File: config.mk
export PLATFORM = sky130hd
export DESIGN_NAME = wb_crypto_regbank
export DESIGN_NICKNAME = d
export VERILOG_FILES = /design/src/rtl/wb_crypto_regbank.sv
export SDC_FILE = /design/constraint.sdc
export NUM_CORES = 1
export LEC_CHECK = 0
export ABC_AREA = 1
export BUFFER_PORTS_ARGS = -buffer_cell sky130_fd_sc_hd__buf_2
export CORE_AREA = 2 2 191 193
export DETAILED_ROUTE_END_ITERATION = 6
export DIE_AREA = 0 0 193 195
export GPL_ROUTABILITY_DRIVEN = 1
export GPL_TIMING_DRIVEN = 0
export PLACE_DENSITY = 0.81
export SLEW_MARGIN = 30
export SYNTH_ARGS = -nofsm -noshare
export SYNTH_HDL_FRONTEND = slang
export SYNTH_SLANG_ARGS = --single-unit
File: constraint.sdc
create_clock -name wb_clk_i -period 32.5 [get_ports wb_clk_i]
set_input_delay 3.25 -clock wb_clk_i [delete_from_list [all_inputs] [get_ports wb_clk_i]]
set_output_delay 3.25 -clock wb_clk_i [all_outputs]
set_load 0.1 [all_outputs]
File: src/rtl/wb_crypto_regbank.sv
// Wishbone classic register bank fronting a crypto core: operand registers, CTRL/STATUS,
// result capture, start/done handshake with the core and a level interrupt.
module wb_crypto_regbank #(
    parameter logic [31:0] BASE_ADDRESS = 32'h3000_0000,
    parameter int unsigned NUM_WREGS    = 8,
    parameter int unsigned NUM_RREGS    = 4
) (
    input  logic                    wb_clk_i,
    input  logic                    wb_rst_i,
    input  logic                    wbs_cyc_i,
    input  logic                    wbs_stb_i,
    input  logic                    wbs_we_i,
    input  logic [3:0]              wbs_sel_i,
    input  logic [31:0]             wbs_adr_i,
    input  logic [31:0]             wbs_dat_i,
    output logic                    wbs_ack_o,
    output logic [31:0]             wbs_dat_o,
    output logic [32*NUM_WREGS-1:0] regs_o,
    output logic                    start_o,
    input  logic                    done_i,
    input  logic [32*NUM_RREGS-1:0] result_i,
    output logic                    irq_o,
    output logic                    dbg_state_o
);

    localparam int unsigned CTRL_IDX = NUM_WREGS;
    localparam int unsigned STAT_IDX = NUM_WREGS + 1;
    localparam int unsigned RES_BASE = NUM_WREGS + 2;

    typedef enum logic {
        S_IDLE = 1'b0,
        S_RUN  = 1'b1
    } state_t;

    state_t      state_q, state_d;
    logic        ack_q;
    logic [31:0] dat_q;
    logic [31:0] wreg_q [NUM_WREGS];
    logic [31:0] wreg_d [NUM_WREGS];
    logic [31:0] rreg_q [NUM_RREGS];
    logic        irq_en_q, irq_en_d;
    logic        done_q, done_d;
    logic        err_q, err_d;
    logic        start_q;
    logic        irq_q;

    logic        valid, fire, wr_fire, rd_fire;
    logic [31:0] offset, word_idx;
    logic        aligned, hit_op, hit_ctrl, hit_stat;
    logic        op_wr, ctrl_wr, stat_wr, start_req;
    logic        busy, start_ok, start_bad, capture;
    logic [31:0] rdata;

    // Handshake: valid = cyc & stb; an access fires when valid is seen with ack low, and
    // ack follows one cycle later for exactly one cycle, so side-effects happen once per access.
    assign valid   = wbs_cyc_i & wbs_stb_i;
    assign fire    = valid & ~ack_q;
    assign wr_fire = fire & wbs_we_i;
    assign rd_fire = fire & ~wbs_we_i;

    // Addresses below the base wrap to huge offsets and therefore decode as unmapped.
    assign offset   = wbs_adr_i - BASE_ADDRESS;
    assign aligned  = (offset[1:0] == 2'b00);
    assign word_idx = {2'b00, offset[31:2]};
    assign hit_op   = aligned && (word_idx < NUM_WREGS);
    assign hit_ctrl = aligned && (word_idx == CTRL_IDX);
    assign hit_stat = aligned && (word_idx == STAT_IDX);

    assign ctrl_wr   = wr_fire & hit_ctrl & wbs_sel_i[0];
    assign stat_wr   = wr_fire & hit_stat & wbs_sel_i[0];
    assign start_req = ctrl_wr & wbs_dat_i[0];

    // FSM state register
    always_ff @(posedge wb_clk_i or posedge wb_rst_i) begin
        if (wb_rst_i) begin
            state_q <= S_IDLE;
        end else begin
            state_q <= state_d;
        end
    end

    // FSM next state
    always_comb begin
        state_d = state_q;
        case (state_q)
            S_IDLE:  if (start_req) state_d = S_RUN;
            S_RUN:   if (done_i)    state_d = S_IDLE;
            default: state_d = S_IDLE;
        endcase
    end

    // FSM outputs
    always_comb begin
        busy      = (state_q == S_RUN);
        start_ok  = start_req & ~busy;
        start_bad = start_req & busy;
        capture   = busy & done_i;
        op_wr     = wr_fire & hit_op & ~busy;
    end

    // Sticky status: a set in the same cycle as a write-1-to-clear wins.
    always_comb begin
        irq_en_d = ctrl_wr ? wbs_dat_i[1] : irq_en_q;
        done_d   = done_q;
        err_d    = err_q;
        if (stat_wr && wbs_dat_i[1]) done_d = 1'b0;
        if (stat_wr && wbs_dat_i[2]) err_d  = 1'b0;
        if (start_ok)                done_d = 1'b0;
        if (capture)                 done_d = 1'b1;
        if (start_bad)               err_d  = 1'b1;
    end

    always_comb begin
        for (int i = 0; i < NUM_WREGS; i++) begin
            wreg_d[i] = wreg_q[i];
            if (op_wr && (word_idx == 32'(i))) begin
                for (int b = 0; b < 4; b++) begin
                    if (wbs_sel_i[b]) wreg_d[i][8*b +: 8] = wbs_dat_i[8*b +: 8];
                end
            end
        end
    end

    always_comb begin
        rdata = 32'h0;
        if (aligned) begin
            for (int i = 0; i < NUM_WREGS; i++) begin
                if (word_idx == 32'(i)) rdata = wreg_q[i];
            end
            if (word_idx == CTRL_IDX) rdata = {30'h0, irq_en_q, 1'b0};
            if (word_idx == STAT_IDX) rdata = {29'h0, err_q, done_q, busy};
            for (int j = 0; j < NUM_RREGS; j++) begin
                if (word_idx == RES_BASE + 32'(j)) rdata = rreg_q[j];
            end
        end
    end

    always_ff @(posedge wb_clk_i or posedge wb_rst_i) begin
        if (wb_rst_i) begin
            ack_q    <= 1'b0;
            dat_q    <= 32'h0;
            start_q  <= 1'b0;
            irq_q    <= 1'b0;
            irq_en_q <= 1'b0;
            done_q   <= 1'b0;
            err_q    <= 1'b0;
            for (int i = 0; i < NUM_WREGS; i++) wreg_q[i] <= 32'h0;
            for (int j = 0; j < NUM_RREGS; j++) rreg_q[j] <= 32'h0;
        end else begin
            ack_q    <= fire;
            dat_q    <= rd_fire ? rdata : 32'h0;
            start_q  <= start_ok;
            // Built from the registered bits, so irq falls one cycle after its cause clears.
            irq_q    <= irq_en_q & (done_q | err_q);
            irq_en_q <= irq_en_d;
            done_q   <= done_d;
            err_q    <= err_d;
            for (int i = 0; i < NUM_WREGS; i++) wreg_q[i] <= wreg_d[i];
            if (capture) begin
                for (int j = 0; j < NUM_RREGS; j++) rreg_q[j] <= result_i[32*j +: 32];
            end
        end
    end

    for (genvar g = 0; g < NUM_WREGS; g++) begin : g_regs
        assign regs_o[32*g +: 32] = wreg_q[g];
    end

    assign wbs_ack_o   = ack_q;
    assign wbs_dat_o   = dat_q;
    assign start_o     = start_q;
    assign irq_o       = irq_q;
    assign dbg_state_o = state_q;

endmodule

# == Word-level counts from Yosys, hierarchy flattened ==
# Index checks and enable logic that the tools add are counted.
# classes
n_reduce_logical,49
muxes,24
magnitude_cmp,1
n_eq_ne,13
bitwise_logic,19
addsub,1
# ops
operator,n
$mux 32,16
$eq 30x4->1 const B,6
$eq 30x3->1 const B,4
$reduce_and 2->1,32
$eq 30x2->1 const B,2
$logic_not 32->1,1
$sub 32x30->32 const B,1
$eq 30x1->1 const B,1
$lt 30x4->1 const B,1
$and 1x1->1,15
$logic_and 1x1->1,13
$mux 1,7
$not 1->1,3
$reduce_bool 3->1,1
$logic_not 2->1,1
$pmux 1 s2,1
$reduce_bool 2->1,1
$or 1x1->1,1
# word_totals
elab_cells,151
reg_bits,423
input_bits,202

# == Depth between registers and ports, before layout ==
# depth
depth_word,18
ltp_mapped,25
ltp_nobuf,25

# == Least setup slack after synthesis ==
# Ideal clock, no wire load.
# synth_path
path_type,input-to-reg
startpoint,in wbs_adr_i[26]
endpoint,reg dat_q[7] (netlist: wbs_dat_o[7])
path_stages,21
path_buffers,1
arrival_time_ns,4.869
path_slack_ns,27.510
path_cell_list,nor2_1 > nand2_1 > nor2_2 > nand2_2 > nor2_8 > inv_4 > nor2_4 > nand2_2 > inv_4 > nand2_1 > inv_2 > nor2_1 > inv_2 > nor2_4 > inv_6 > buf_6 > nor2_1 > nand2_1 > nand3_1 > a21oi_1 > nor2_1
# synth_via
elab_chain_cells,18
elab_cells_between_ends,31
classes_between,add/sub (1); eq/ne (13); mux (16); reduce/logical (1)
# synth_lines
item,line,text
from (decl),14,"input logic [31:0] wbs_adr_i,"
$sub 32x30->32 *,62,assign offset = wbs_adr_i - BASE_ADDRESS;
$logic_not 32->1,128,if (word_idx == 32'(i)) rdata = wreg_q[i];
$mux 32 (8 in series),128,
$mux 32,130,"if (word_idx == CTRL_IDX) rdata = {30'h0, irq_en_q, 1'b0};"
$mux 32,131,"if (word_idx == STAT_IDX) rdata = {29'h0, err_q, done_q, busy};"
$mux 32 (3 in series),133,if (word_idx == RES_BASE + 32'(j)) rdata = rreg_q[j];
$mux 32 *,133,
$mux 32 *,126,if (aligned) begin
$mux 32 *,151,dat_q <= rd_fire ? rdata : 32'h0;
to (signal assigned),151,
to (decl),37,logic [31:0] dat_q;
# Every way passes the cells marked *; elsewhere a longest branch is shown, timed or not.
# A chain may end at the register's enable or synchronous reset.

# == Worst setup path after layout ==
# layout_path
startpoint,in wbs_adr_i[8]
endpoint,"reg wreg_q, in the netlist regs_o[121]"
# layout_via
elab_chain_cells,7
elab_cells_between_ends,8
classes_between,add/sub (1); order compare (1); eq/ne (1); bitwise (2); reduce/logical (3)
# layout_lines
item,line,text
$sub 32x30->32 *,62,
$lt 30x4->1,65,assign hit_op = aligned && (word_idx < NUM_WREGS);
$logic_and 1x1->1,65,
$and 1x1->1 (2 in series),98,op_wr = wr_fire & hit_op & ~busy;
$logic_and 1x1->1 *,116,if (op_wr && (word_idx == 32'(i))) begin
$reduce_and 2->1 (no line) *,n/a,
to (decl),38,logic [31:0] wreg_q [NUM_WREGS];
# Marks and branches as above.

==> flow_summary_export.csv <==
group,metric,value,unit
synthesis,postSynthNetCount,2534,
synthesis,post_synthesis_register_bit_count,423,
timing,grt_setup_unrepaired,"no",
clock_tree,post_cts_buffers,0,
drt,via_per_inst,5.80,
floorplan,top_level_ports,494,
critical_path,setup.worst_path.end_class,"register",
placed_design,detailedPlace.worstSlack,26060,ps
clock_tree,clk_path_buf_depth,3,
clock_tree,cts-htree-levels,2,
floorplan,floorplan.die_area,37600,um2
synthesis,syn-instance-count,2332,
timing,fin_worst_skew,28.5,ps
synthesis,synth_top_cell_by_area,"sky130_fd_sc_hd__dfrtp_1",
drt,routed_via_count,19500,
critical_path,worstSetupEndpoint,"regs_o[121]",
critical_path,critical_register_to_register_path_endpoint,"regs_o[121]",
floorplan,num_rows,69,
timing,clock.fmax,163,MHz
flow_run,maxCapViolations,0,
floorplan,die_height,195,um
finish,area_growth,23.7,%
critical_path,cp_data_arrival_time,6580,ps
critical_path,critical_path_class,"input pin to register",
placed_design,io_buffer_count,489,
critical_path,crit_path_top_delay_cell,"sky130_fd_sc_hd__nor3_2",
timing,period_needed,6150,ps
clock_tree,clock_tree.root_cell,"sky130_fd_sc_hd__clkbuf_16",
synthesis,count_of_flip_flops_with_a_built_in_enable_after_synthesis,0,
floorplan,die_w,193,um
synthesis,post_synth.cell_area_avg,8.13,um2
synthesis,ys_warn_count,0,
synthesis,synth.yosys.seq_area_share,55.8,%
global_route,largest_net_degree_at_the_start_of_global_routing,95,
critical_path,ff2ff_path_depth,9,
critical_path,gate_family_responsible_for_the_most_delay_along_the_worst_path,"simple AND/OR/NAND/NOR gates",
critical_path,critical_path_cell_sequence,"buf_2 -> inv_2 -> nand2_1 -> nor2_4 -> inv_2 -> nor3_2 -> nand2_1 -> nor2_1 -> nand2_1 -> clkbuf_1 -> nand2_1 -> o21ai_0",
clock_tree,numCtsBuffers,43,
power,irDropWorstVdd,45.8,uV
synthesis,yosys_most_used_dff,"sky130_fd_sc_hd__dfrtp_1",
timing,final_hold_viol_count,0,
power,power.leakage,12.4,nW
drt,drt_pre_antenna_iters,7,
critical_path,slowest_stage_delay_cp,680,ps
critical_path,cp_num_cells,12,
synthesis,async_flop_share,100,%
clock_tree,clock_sinks,423,
global_route,antenna_violations_before_repair,2,
timing,min_period_over_period,18.9,%
timing,setup_violations,0,
placed_design,post-place-cells,3286,
critical_path,cp.required,32930,ps
clock_tree,clock_latency_of_the_later_clocked_register_in_the_worst_skew_pair,560,ps
critical_path,critPathMostFrequentCell,"sky130_fd_sc_hd__nand2_1",
critical_path,reg2reg_setup_slack,28950,ps
drt,ant_nets,0,
global_route,first_global_vias,18200,
drt,drt-wirelength-per-cell,21.6,um
global_route,grtUsageTotal,37.8,%
clock_tree,clkTransAtPathRegs,60,ps
finish,layout-drive-gt1-share,21.6,%
outcome,status,"finished, violations left",
clock_tree,cts_tree,"yes",
global_route,global_route_congestion_overflow_total,0,
critical_path,critical_path.max_fanout,10,
synthesis,netlist.area_leader.share,55.8,%
critical_path,timing.critical_path.buf_inv,4,
finish,instances_no_fill,3362,
outcome,failing_checks,"DRC",
synthesis,synth.cells.most_frequent,"sky130_fd_sc_hd__nand2_1 (799), sky130_fd_sc_hd__o21ai_0 (451), sky130_fd_sc_hd__dfrtp_1 (423)",
critical_path,worstSetupStartpointType,"input pin",
clock_tree,ctsResizeCount,0,
drt,totalWireLength,72500,um
timing,summed_negative_setup_slack_over_all_endpoints,0,ps
drt,drt_first_iter_violations,2363,
hold_path,min_path_type,"register to register",
floorplan,starting_utilization_of_the_core_area,53.6,%
drt,detail_route.drc_violations,3,
clock_tree,holdBufCountCts,0,
timing,final_max_slew_viol_count,0,
timing,slew_headroom,40.8,%
synthesis,mappedNetlistArea,19000,um2
timing,timing_worst_slew_pin_value,883,ps
placed_design,detailedPlacementHpwl,56000,um
synthesis,post-synth-top-count-cell,"sky130_fd_sc_hd__nand2_1",
floorplan,core_region_area,35400,um2
critical_path,r2r-start,"wbs_ack_o",
placed_design,gp_routability_congestion,0.959,
global_route,grt_pass1_wl,107000,um
timing,finalWorstSetupSlack,26350,ps
critical_path,crit_path_start,"wbs_adr_i[8]",
finish,nets,3072,
synthesis,unique_masters_post_synth,34,
power,p_per_area,50.6,nW/um2
synthesis,yosys-top-cells-area,"sky130_fd_sc_hd__dfrtp_1 (56%), sky130_fd_sc_hd__nand2_1 (16%), sky130_fd_sc_hd__o21ai_0 (12%)",
report_power, final:
group / switching (mW) / total [mW] / internal, mW
combinational: 0.0647 / 0.0984 / 0.0338
sequential: 0.0244 / 0.604 / 0.579
clock: 0.209 / 0.486 / 0.276
kinds of logic after synthesis:
logic type | Yosys count | synth area share, %
DFF | 423 | 55.8
AOI/OAI and AO/OA | 563 | 15.6
muxes | 1 | 0.0528
and+or+nand+nor | 1027 | 21.8
buffers and inverters | 318 | 6.67
layout by cell type (no fill, tap or decap), drive strengths merged:
cell / netlist / routed
nor3: 4 / 4
o21ai: 461 / 461
a41o: 16 / 16
nand4: 22 / 22
diode: 0 / 2
nor2: 99 / 99
clkinv: 0 / 7
buf: 32 / 525
nand2: 805 / 805
or2: 4 / 4
o21bai: 1 / 1
o22ai: 12 / 12
clkbuf: 94 / 159
a31oi: 1 / 1
nand3: 93 / 93
o221ai: 11 / 11
dfrtp: 423 / 423
bufinv: 0 / 1
inv: 192 / 193
a21oi: 57 / 57
o211ai: 4 / 4
mux2i: 1 / 1
stage by stage:
| stage | hold WS, ps | util, % | total power, mW | cell area, um2 |
|---|---|---|---|---|
| after floorplan | 441 | - | 0.666 | 19000 |
| after global placement | 434 | 62.1 | 0.701 | 22000 |
| after detailed placement | 447 | 62.5 | 0.707 | 22100 |
| after CTS | 453 | 66.3 | 1.18 | 23500 |
| after global routing | 477 | 66.3 | 1.23 | 23500 |
| final | 450 | 66.3 | 1.19 | 23500 |
state kept, by name (all words and copies together), names as in the netlist:
name,cells
done_q,1
irq_o,1
wbs_dat_o,32
rreg_q,128
wbs_ack_o,1
irq_en_q,1
regs_o,256
start_o,1
err_q,1
dbg_state_o,1
per-layer routing:
metal	global-route usage (%)	vias up	wire length [um]
met4	19.1	2	4260
met2	58.3	1294	32900
met1	50.0	9291	27500
met3	9.11	258	7800
li1	-	8650	-
met5	0	-	16
layout make-up:
cell class	instances	area, um2
antenna	2	5.00
buffer	126	534
clock buffer	65	1270
clock inverter	9	77.6
fill	2961	11900
inverter	192	738
multi-input combinational	1591	7120
sequential	423	10600
tap	461	577
timing repair buffer	493	2560
worst min-delay path by stage:
stage                     cells after the start  slack, ps    endpoint        from
after detailed placement                      1        450   wbs_ack_o   wbs_ack_o
final                                         1        450   wbs_ack_o   wbs_ack_o
after global placement                        1        430   wbs_ack_o   wbs_ack_o
after floorplan                               2        440  rreg_q[33]  rreg_q[33]
after global routing                          1        480   wbs_ack_o   wbs_ack_o
after CTS                                     1        450   wbs_ack_o   wbs_ack_o
Power figures use the tool's default switching activity.
